File: src/rtl/nibble_add_pkg.sv
// Shared types and helpers for the nibble-serial adder controller and its slice.
package nibble_add_pkg;

  typedef enum logic [1:0] {
    IDLE = 2'd0,
    RUN  = 2'd1,
    DONE = 2'd2
  } state_t;

  localparam int unsigned NIB_W = 4;

  // Signed overflow: carry into the MSB disagrees with carry out of the MSB.
  function automatic logic signed_ovf(input logic c_msb_in, input logic c_out);
    return c_msb_in ^ c_out;
  endfunction

endpackage

File: src/rtl/nibble_add_slice.sv
// Combinational 4-bit ripple-carry slice; also exposes the carry into bit 3.
module nibble_add_slice
  import nibble_add_pkg::*;
(
  input  logic [NIB_W-1:0] x,
  input  logic [NIB_W-1:0] y,
  input  logic             ci,
  output logic [NIB_W-1:0] s,
  output logic             co,
  output logic             c_msb_in
);

  always_comb begin : p_ripple
    logic c;
    c        = ci;
    s        = '0;
    c_msb_in = 1'b0;
    for (int i = 0; i < int'(NIB_W); i++) begin
      if (i == int'(NIB_W) - 1) c_msb_in = c;
      s[i] = x[i] ^ y[i] ^ c;
      c    = (x[i] & y[i]) | (c & (x[i] ^ y[i]));
    end
    co = c;
  end

endmodule

File: src/rtl/nibble_serial_add_ctrl.sv
// Nibble-serial WIDTH-bit adder with valid/ready operand and result handshakes.
// Optional SUBTRACT_EN macro adds a 'sub' port selecting a - b.
module nibble_serial_add_ctrl
  import nibble_add_pkg::*;
#(
  parameter int unsigned WIDTH = 16
) (
  input  logic             clk,
  input  logic             rst_n,
  input  logic             start_valid,
  output logic             start_ready,
  input  logic [WIDTH-1:0] a,
  input  logic [WIDTH-1:0] b,
  input  logic             cin,
`ifdef SUBTRACT_EN
  input  logic             sub,
`endif
  output logic             res_valid,
  input  logic             res_ready,
  output logic [WIDTH-1:0] sum,
  output logic             cout,
  output logic             ovf,
  output logic             busy
);

  localparam int unsigned NIBBLES = WIDTH / NIB_W;
  localparam int unsigned CNT_W   = (NIBBLES > 1) ? $clog2(NIBBLES) : 1;

  if ((WIDTH < NIB_W) || ((WIDTH % NIB_W) != 0)) begin : g_bad_width
    $error("nibble_serial_add_ctrl: WIDTH must be a multiple of 4 and at least 4");
  end

  state_t             state_q, state_d;
  logic [WIDTH-1:0]   a_sh_q, a_sh_d, b_sh_q, b_sh_d, sum_sh_q, sum_sh_d;
  logic [CNT_W-1:0]   cnt_q, cnt_d;
  logic               carry_q, carry_d;
  logic [WIDTH-1:0]   sum_q, sum_d;
  logic               cout_q, cout_d, ovf_q, ovf_d;
  logic               start_ready_q, start_ready_d, res_valid_q, res_valid_d;
  logic               busy_q, busy_d;
  logic [NIB_W-1:0]   slice_s;
  logic               slice_co, slice_cm, last_nib;

  nibble_add_slice u_slice (
    .x        (a_sh_q[NIB_W-1:0]),
    .y        (b_sh_q[NIB_W-1:0]),
    .ci       (carry_q),
    .s        (slice_s),
    .co       (slice_co),
    .c_msb_in (slice_cm)
  );

  assign last_nib = (cnt_q == CNT_W'(NIBBLES - 1));

  // State and all registered outputs / datapath.
  always_ff @(posedge clk or negedge rst_n) begin
    if (!rst_n) begin
      state_q       <= IDLE;
      a_sh_q        <= '0;
      b_sh_q        <= '0;
      sum_sh_q      <= '0;
      cnt_q         <= '0;
      carry_q       <= 1'b0;
      sum_q         <= '0;
      cout_q        <= 1'b0;
      ovf_q         <= 1'b0;
      start_ready_q <= 1'b1;
      res_valid_q   <= 1'b0;
      busy_q        <= 1'b0;
    end else begin
      state_q       <= state_d;
      a_sh_q        <= a_sh_d;
      b_sh_q        <= b_sh_d;
      sum_sh_q      <= sum_sh_d;
      cnt_q         <= cnt_d;
      carry_q       <= carry_d;
      sum_q         <= sum_d;
      cout_q        <= cout_d;
      ovf_q         <= ovf_d;
      start_ready_q <= start_ready_d;
      res_valid_q   <= res_valid_d;
      busy_q        <= busy_d;
    end
  end

  always_comb begin
    state_d = state_q;
    case (state_q)
      IDLE:    if (start_valid) state_d = RUN;
      RUN:     if (last_nib) state_d = DONE;
      DONE:    if (res_ready) state_d = IDLE;
      default: state_d = IDLE;
    endcase
  end

  // Operand latch, per-nibble shift and final result capture.
  always_comb begin
    a_sh_d   = a_sh_q;
    b_sh_d   = b_sh_q;
    sum_sh_d = sum_sh_q;
    cnt_d    = cnt_q;
    carry_d  = carry_q;
    sum_d    = sum_q;
    cout_d   = cout_q;
    ovf_d    = ovf_q;
    case (state_q)
      IDLE: begin
        if (start_valid) begin
          a_sh_d  = a;
          b_sh_d  = b;
          carry_d = cin;
          cnt_d   = '0;
`ifdef SUBTRACT_EN
          if (sub) begin
            b_sh_d  = ~b;
            carry_d = 1'b1;
          end
`endif
        end
      end
      RUN: begin
        sum_sh_d = (sum_sh_q >> NIB_W) | (WIDTH'(slice_s) << (WIDTH - NIB_W));
        a_sh_d   = a_sh_q >> NIB_W;
        b_sh_d   = b_sh_q >> NIB_W;
        carry_d  = slice_co;
        if (last_nib) begin
          sum_d  = sum_sh_d;
          cout_d = slice_co;
          ovf_d  = signed_ovf(slice_cm, slice_co);
        end else begin
          cnt_d = cnt_q + CNT_W'(1);
        end
      end
      default: ;
    endcase
  end

  // Handshake/status flags follow the next state so they line up with it.
  always_comb begin
    start_ready_d = (state_d == IDLE);
    res_valid_d   = (state_d == DONE);
    busy_d        = (state_d != IDLE);
  end

  assign start_ready = start_ready_q;
  assign res_valid   = res_valid_q;
  assign busy        = busy_q;
  assign sum         = sum_q;
  assign cout        = cout_q;
  assign ovf         = ovf_q;

endmodule
File: config.mk
export PLATFORM = sky130hd
export DESIGN_NAME = nibble_serial_add_ctrl
export DESIGN_NICKNAME = d
export VERILOG_FILES = /design/src/rtl/nibble_add_pkg.sv /design/src/rtl/nibble_add_slice.sv /design/src/rtl/nibble_serial_add_ctrl.sv
export SDC_FILE = /design/constraint.sdc
export NUM_CORES = 1
export LEC_CHECK = 0
export CAP_MARGIN = 30
export CORE_MARGIN = 2
export CORE_UTILIZATION = 50
export CTS_BUF_LIST = sky130_fd_sc_hd__clkbuf_8 sky130_fd_sc_hd__clkbuf_16
export CTS_CLUSTER_SIZE = 8
export DETAILED_ROUTE_END_ITERATION = 8
export MAX_ROUTING_LAYER = met4
export PLACE_DENSITY = 0.76
export SLEW_MARGIN = 20
export SYNTH_ARGS = -nofsm -noshare
export SYNTH_HDL_FRONTEND = slang
export SYNTH_SLANG_ARGS = --single-unit
File: constraint.sdc
create_clock -name clk -period 3.2 [get_ports clk]
set_input_delay 0.48 -clock clk [delete_from_list [all_inputs] [get_ports clk]]
set_output_delay 0.48 -clock clk [all_outputs]
set_load 0.1 [all_outputs]
==> out/metrics.cfg, run 1 <==
[status]
status=completed

[die]
die_area_um2=7140
die_w_um=84.5
start_util_pct=51.3
pin_count=58
coreArea_um2=6310
dieHeight_um=84.5
fp-row-count=29

[cells_and_area]
drive_above_1_share_pct=15.8
layout.nets=359
n_antenna_cell=0
synthToLayoutAreaGrowth_pct=22.4
fin_cells=399

[grt]
grt_max_degree=71
antenna_found_initial=0
gr-total-overflow=0
grt_pass1_vias=2073
grt_usage_pct=18.6
grt_pass1_wl_um=10100

[synth]
synth_common_cells=dfrtp_1 (69), inv_1 (41), nor4b_1 (25)
yosys_warnings=0
yosysSeqAreaShare_pct=54.1
ys_seq_elements=70
synthFlopType=dfrtp_1
synth_fp_nets=308
yosys.area.top_type_share_pct=53.3
yosysMostFrequentCell=dfrtp_1
avgSynthCellArea_um2=12.2
syn_inst=266
synth_top_cell_by_area=dfrtp_1
ys_types=33
async_flop_share_pct=100
synth.area.top_cells=dfrtp_1 (53%), mux2_2 (7.6%), nor4b_1 (6.8%)
synth_enable_flop_cells=0
netlist_area_um2=3240

[cts]
numCtsBuffers=9
cts_root_buffer=clkbuf_8
cts.path.max_buffers=2
cts_hold_buf=0
htree_levels=3
cts_resized=0
clk_pin_slew_ns=0.07
clock_latency_ns=0.34
cts.sinks=70
cts_tree=done
post-cts-setup-buffers=0

[timing]
rsz0062_at_grt=no
period_share_pct=72.7
period_needed_ns=2.33
worst_slew_pin_slew_ns=0.972
setup_viol=0
finalClockSkew_ns=0.00654
setup_tns_ns=0
slew_violations=0
slew-limit-headroom_pct=35.0
hold_viol=0
clock.fmax_mhz=430

[placed_design]
gp_congestion=0.780
portBuffers=57
dp.cells=383
hpwl_um=4110

[worst_setup_path]
end_kind=output port
cpLargestDelayFamily=buffers and inverters
startpoint_type=register
path_buf_inv=1
crit_fanout=2
path_cells=clkdlybuf4s50_1
crit_type=reg -> out
cp.arrival_ns=1.85
cp_slowest_stage_delay_ns=1.14
cp_slowest_cell=clkdlybuf4s50_1
worst_ep_required_time_ns=2.72

[route]
wl_um=6160
antenna_left=0
drtIter0Drc=76
drt_drc_violations_left=0
detail_route.wl_per_cell_um=15.4
routed-via-count=2245
viasPerCell=5.63
drt_first_pass_iters=4

[worst_hold_path]
hold_path.class=in -> async

[job]
max-cap-violations=0

[metrics by stage]
step	worst slack [ns]	utilization, %	hold slack (ns)	area, um^2
2_1_floorplan	1.07	-	0.184	3240
5_1_grt	0.818	62.8	0.392	3970
3_5_place_dp	0.912	60.2	0.478	3800
6_report	0.872	62.8	0.320	3970
4_1_cts	0.850	62.8	0.348	3970
3_3_place_gp	1.02	60.2	0.464	3800
[routing by layer]
metal | GRT usage, % | up-vias | share of wire (%)
li1 | - | 1055 | -
met1 | 26.2 | 1112 | 47
met2 | 26.3 | 69 | 47
met3 | 4.92 | 9 | 5.1
met4 | 6.20 | 0 | 1.0
met5 | - | - | 0
[path summary, 6_finish.rpt]
check | startpoint | end | slack (ns) | cells after the start
min in group clk | a_sh_q[14] | a_sh_q[14] | 0.49 | 2
setup reg to reg | a_sh_q[0] | ovf | 0.92 | 9
setup / recovery | sum[15] | sum[15] | 0.87 | 1
hold / removal | rst_n | sum_sh_q[5] | 0.32 | 2
hold reg to reg | a_sh_q[14] | a_sh_q[14] | 0.49 | 2
max in group asynchronous | rst_n | b_sh_q[5] | 2.33 | 2
[sequential cells by signal, summed over array words and instances (netlist names)]
| signal | flops |
|---|---|
| res_valid | 1 |
| cnt_q | 2 |
| busy | 1 |
| start_ready | 1 |
| state_q | 2 |
| b_sh_q | 16 |
| a_sh_q | 16 |
| carry_q | 1 |
| ovf | 1 |
| sum | 16 |
| sum_sh_q | 12 |
| cout | 1 |
[cells by family (layout without fill, tap and decap cells)]
kind of cell               after synthesis  in the layout  synth area share [%]
buffers and inverters                   64            120                  9.19
and+or+nand+nor                         58             58                  12.9
DFF                                     70             70                  54.1
muxes                                   30             30                  10.2
xor gates and xnor gates                 1              1                 0.270
adders and majority gates                5              5                  2.86
AOI/OAI and AO/OA                       38             38                  10.5
[cell usage in the layout (no fill, tap or decap), drive strengths merged, types with 2 or more instances in the layout]
cell	count
nand2	11
inv	43
nand3b	9
clkinv	3
buf	10
fa	4
nand2b	4
clkdlybuf4s50	53
mux2i	5
a221oi	22
o221ai	9
a211oi	2
nor4b	25
clkbuf	10
mux2	25
nor3b	2
dfrtp	69
[cell type report]
class | instances | area [um^2]
repair buffers | 63 | 603
well taps | 77 | 96.3
flip-flops and latches | 70 | 1750
clock buffers | 10 | 138
clock inverters | 6 | 30.0
multi-input cells | 132 | 1190
inverters | 41 | 154
fillers | 521 | 2350
Power of run 1 is left out: the tool's default activity adds up to more than one toggle a clock period on the data nets, which glitch-free logic cannot reach.
==> run 2, diff against run 1 <==
- clock period: 3.2 -> 2.2 ns (I/O delays scaled with it)
==> run 2 against run 1 <==
The flow now finishes with violations (negative hold slack). Critical path depth up 7. Critical endpoint is now sum_sh_q[15]. Final cell count increased by 1.5%. Clock-buffer cell count shrank 1. Highest routed layer unchanged. Sequential share of layout area is 1.0 points lower. Global-route usage up 1.5 points. Non-clock buffer count is 6 higher. Worst setup slack got worse by 0.84 ns. Flip-flop and latch count unchanged. Hold slack got worse by 0.32 ns. Final area is 2.4% higher. Utilization increased by 1.5 points.
==> out/metrics.cfg, run 2 (synthesis gave the netlist of run 1 again) <==
[timing]
clock.fmax_mhz=461
finalClockSkew_ns=0.00587  ; was 0.00654 ns
period_needed_ns=2.17
slew-limit-headroom_pct=71.4  ; was 35.0%
slew_violations=0  ; unchanged
period_share_pct=98.5
whs_ns=-0.00277  ; was 0.320 ns
setup_viol=0  ; unchanged
worst_slew_pin_slew_ns=0.429  ; was 0.972 ns
rsz0062_at_grt=yes  ; was no
hold_viol=1  ; was 0

[grt]
antenna_found_initial=0  ; unchanged
grt_pass1_wl_um=10900  ; was 10,100 um
grt_pass1_vias=2219  ; was 2,073
grt_usage_pct=20.1  ; was 18.6%
grt_max_degree=71  ; unchanged
gr-total-overflow=0  ; unchanged

[cells_and_area]
finalInstanceArea_um2=4060  ; was 3970 um^2
drive_above_1_share_pct=25.9  ; was 15.8%
layout.nets=365  ; was 359
layout_common_cells=dfrtp_1 (69), inv_1 (38), clkdlybuf4s50_1 (35), buf_4 (31), nor4b_1 (25)  ; was dfrtp_1 (69), clkdlybuf4s50_1 (53), inv_1 (43), nor4b_1 (25)
n_antenna_cell=0  ; unchanged
synthToLayoutAreaGrowth_pct=25.3  ; was 22.4%
fillers=500  ; was 521
layout.cells.most_common=dfrtp_1  ; unchanged
utilization_pct=64.3  ; was 62.8%

[cts]
cts_hold_buf=0  ; unchanged
clock_latency_ns=0.34  ; about the same
numCtsBuffers=9  ; unchanged
cts.path.max_buffers=2  ; unchanged
htree_levels=3  ; unchanged
cts_root_buffer=clkbuf_8  ; unchanged
clk_pin_slew_ns=0.08  ; was 0.07 ns
cts.sinks=70  ; unchanged
cts_tree=done  ; unchanged

[die]
die_area_um2=7140  ; unchanged
start_util_pct=51.3  ; unchanged
die_w_um=84.5  ; unchanged
fp-row-count=29  ; unchanged
pin_count=58  ; unchanged
dieHeight_um=84.5  ; unchanged
coreArea_um2=6310  ; unchanged

[route]
drt_drc_violations_left=0  ; unchanged
drtIter0Drc=99  ; was 76
drt_first_pass_iters=4  ; unchanged
viasPerCell=5.47  ; was 5.63
routed-via-count=2214  ; was 2,245
detail_route.wl_per_cell_um=15.7  ; was 15.4 um
wl_um=6350  ; was 6160 um
antenna_left=0  ; unchanged

[placed_design]
placed_area_um2=3820  ; was 3800 um^2
hpwl_um=4330  ; was 4110 um
portBuffers=57  ; unchanged
gp_congestion=0.814  ; was 0.780

[worst_setup_path]
worst_ep_required_time_ns=2.46  ; was 2.72 ns
startpoint_type=register  ; unchanged
end_kind=register  ; was output port
cp_slowest_cell=fa_2  ; was clkdlybuf4s50_1
cp.arrival_ns=2.43  ; was 1.85 ns
r2r-end=sum_sh_q[15]  ; was ovf
ff2ff_path_depth=8  ; was 9
crit_path_frequent_cell=fa_2
reg2reg_from=carry_q  ; was a_sh_q[0]
crit_fanout=2  ; unchanged
crit_type=reg -> reg  ; was reg -> out
cp_slowest_stage_delay_ns=0.43  ; was 1.14 ns
path_cells=fa_2 > inv_2 > fa_2 > inv_2 > fa_2 > inv_2 > fa_2 > mux2i_1  ; was clkdlybuf4s50_1
r2r_slack_ns=0.03  ; was 0.92 ns

[worst_hold_path]
hold_path.class=in -> async  ; unchanged

[status]
violations=negative hold slack
status=finished with violations  ; was completed

[job]
max-cap-violations=0  ; unchanged

-- run 2: metrics by stage --
| step | TNS [ns] | instances | setup slack (ns) |
|---|---|---|---|
| 2_1_floorplan | 0 | 266 | 0.0653 |
| 3_3_place_gp | 0 | 388 | 0.0307 |
| 3_5_place_dp | -0.103 | 388 | -0.0410 |
| 4_1_cts | 0 | 404 | 0.0121 |
| 5_1_grt | -0.157 | 405 | -0.0728 |
| 6_report | 0 | 405 | 0.0328 |
-- run 2: how the worst max path moves through the flow --
| stage | from | endpoint | slack, ns | cells after the start |
|---|---|---|---|---|
| after floorplan | a_sh_q[0] | ovf | 0.07 | 9 |
| after global placement | a_sh_q[0] | ovf | 0.03 | 9 |
| after detailed placement | a_sh_q[0] | sum_sh_q[15] | -0.04 | 8 |
| after CTS | a_sh_q[0] | ovf | 0.01 | 9 |
| after global routing | carry_q | sum[15] | -0.07 | 8 |
| final | carry_q | sum_sh_q[15] | 0.03 | 8 |
-- run 2: repair_timing --
action,4_1_cts,5_1_grt
buffers inserted,0,1
gates resized for setup,3,5
pin swaps,0,2
endpoints found under the setup margin,4,4
-- run 2: area by class of cell --
cell class,count,area (um^2),share of cell area [%]
clock buffer,9,124,3.05
clock inverter,7,97.6,2.40
inverter,41,154,3.79
multi-input combinational,132,1210,29.8
sequential,70,1750,43.2
tap,77,96.3,2.37
timing repair buffer,69,628,15.5
-- run 2: routing by layer --
layer	up-vias	share of wire [%]	wire length (um)	GRT usage [%]
met1	1078	45	2870	26.6
met5	-	0	0	-
li1	1069	-	-	-
met3	6	4.6	293	4.62
met4	0	1.2	77	7.22
met2	61	49	3110	30.4
-- run 2: worst max-delay path, delay by kind of cell, from the launching register on --
family                     cells  cell delay (ns)
muxes                          1             0.13
adders and majority gates      4             1.38
DFF                            1             0.42
buffers and inverters          3             0.16
Power of run 2 is left out for the same reason.
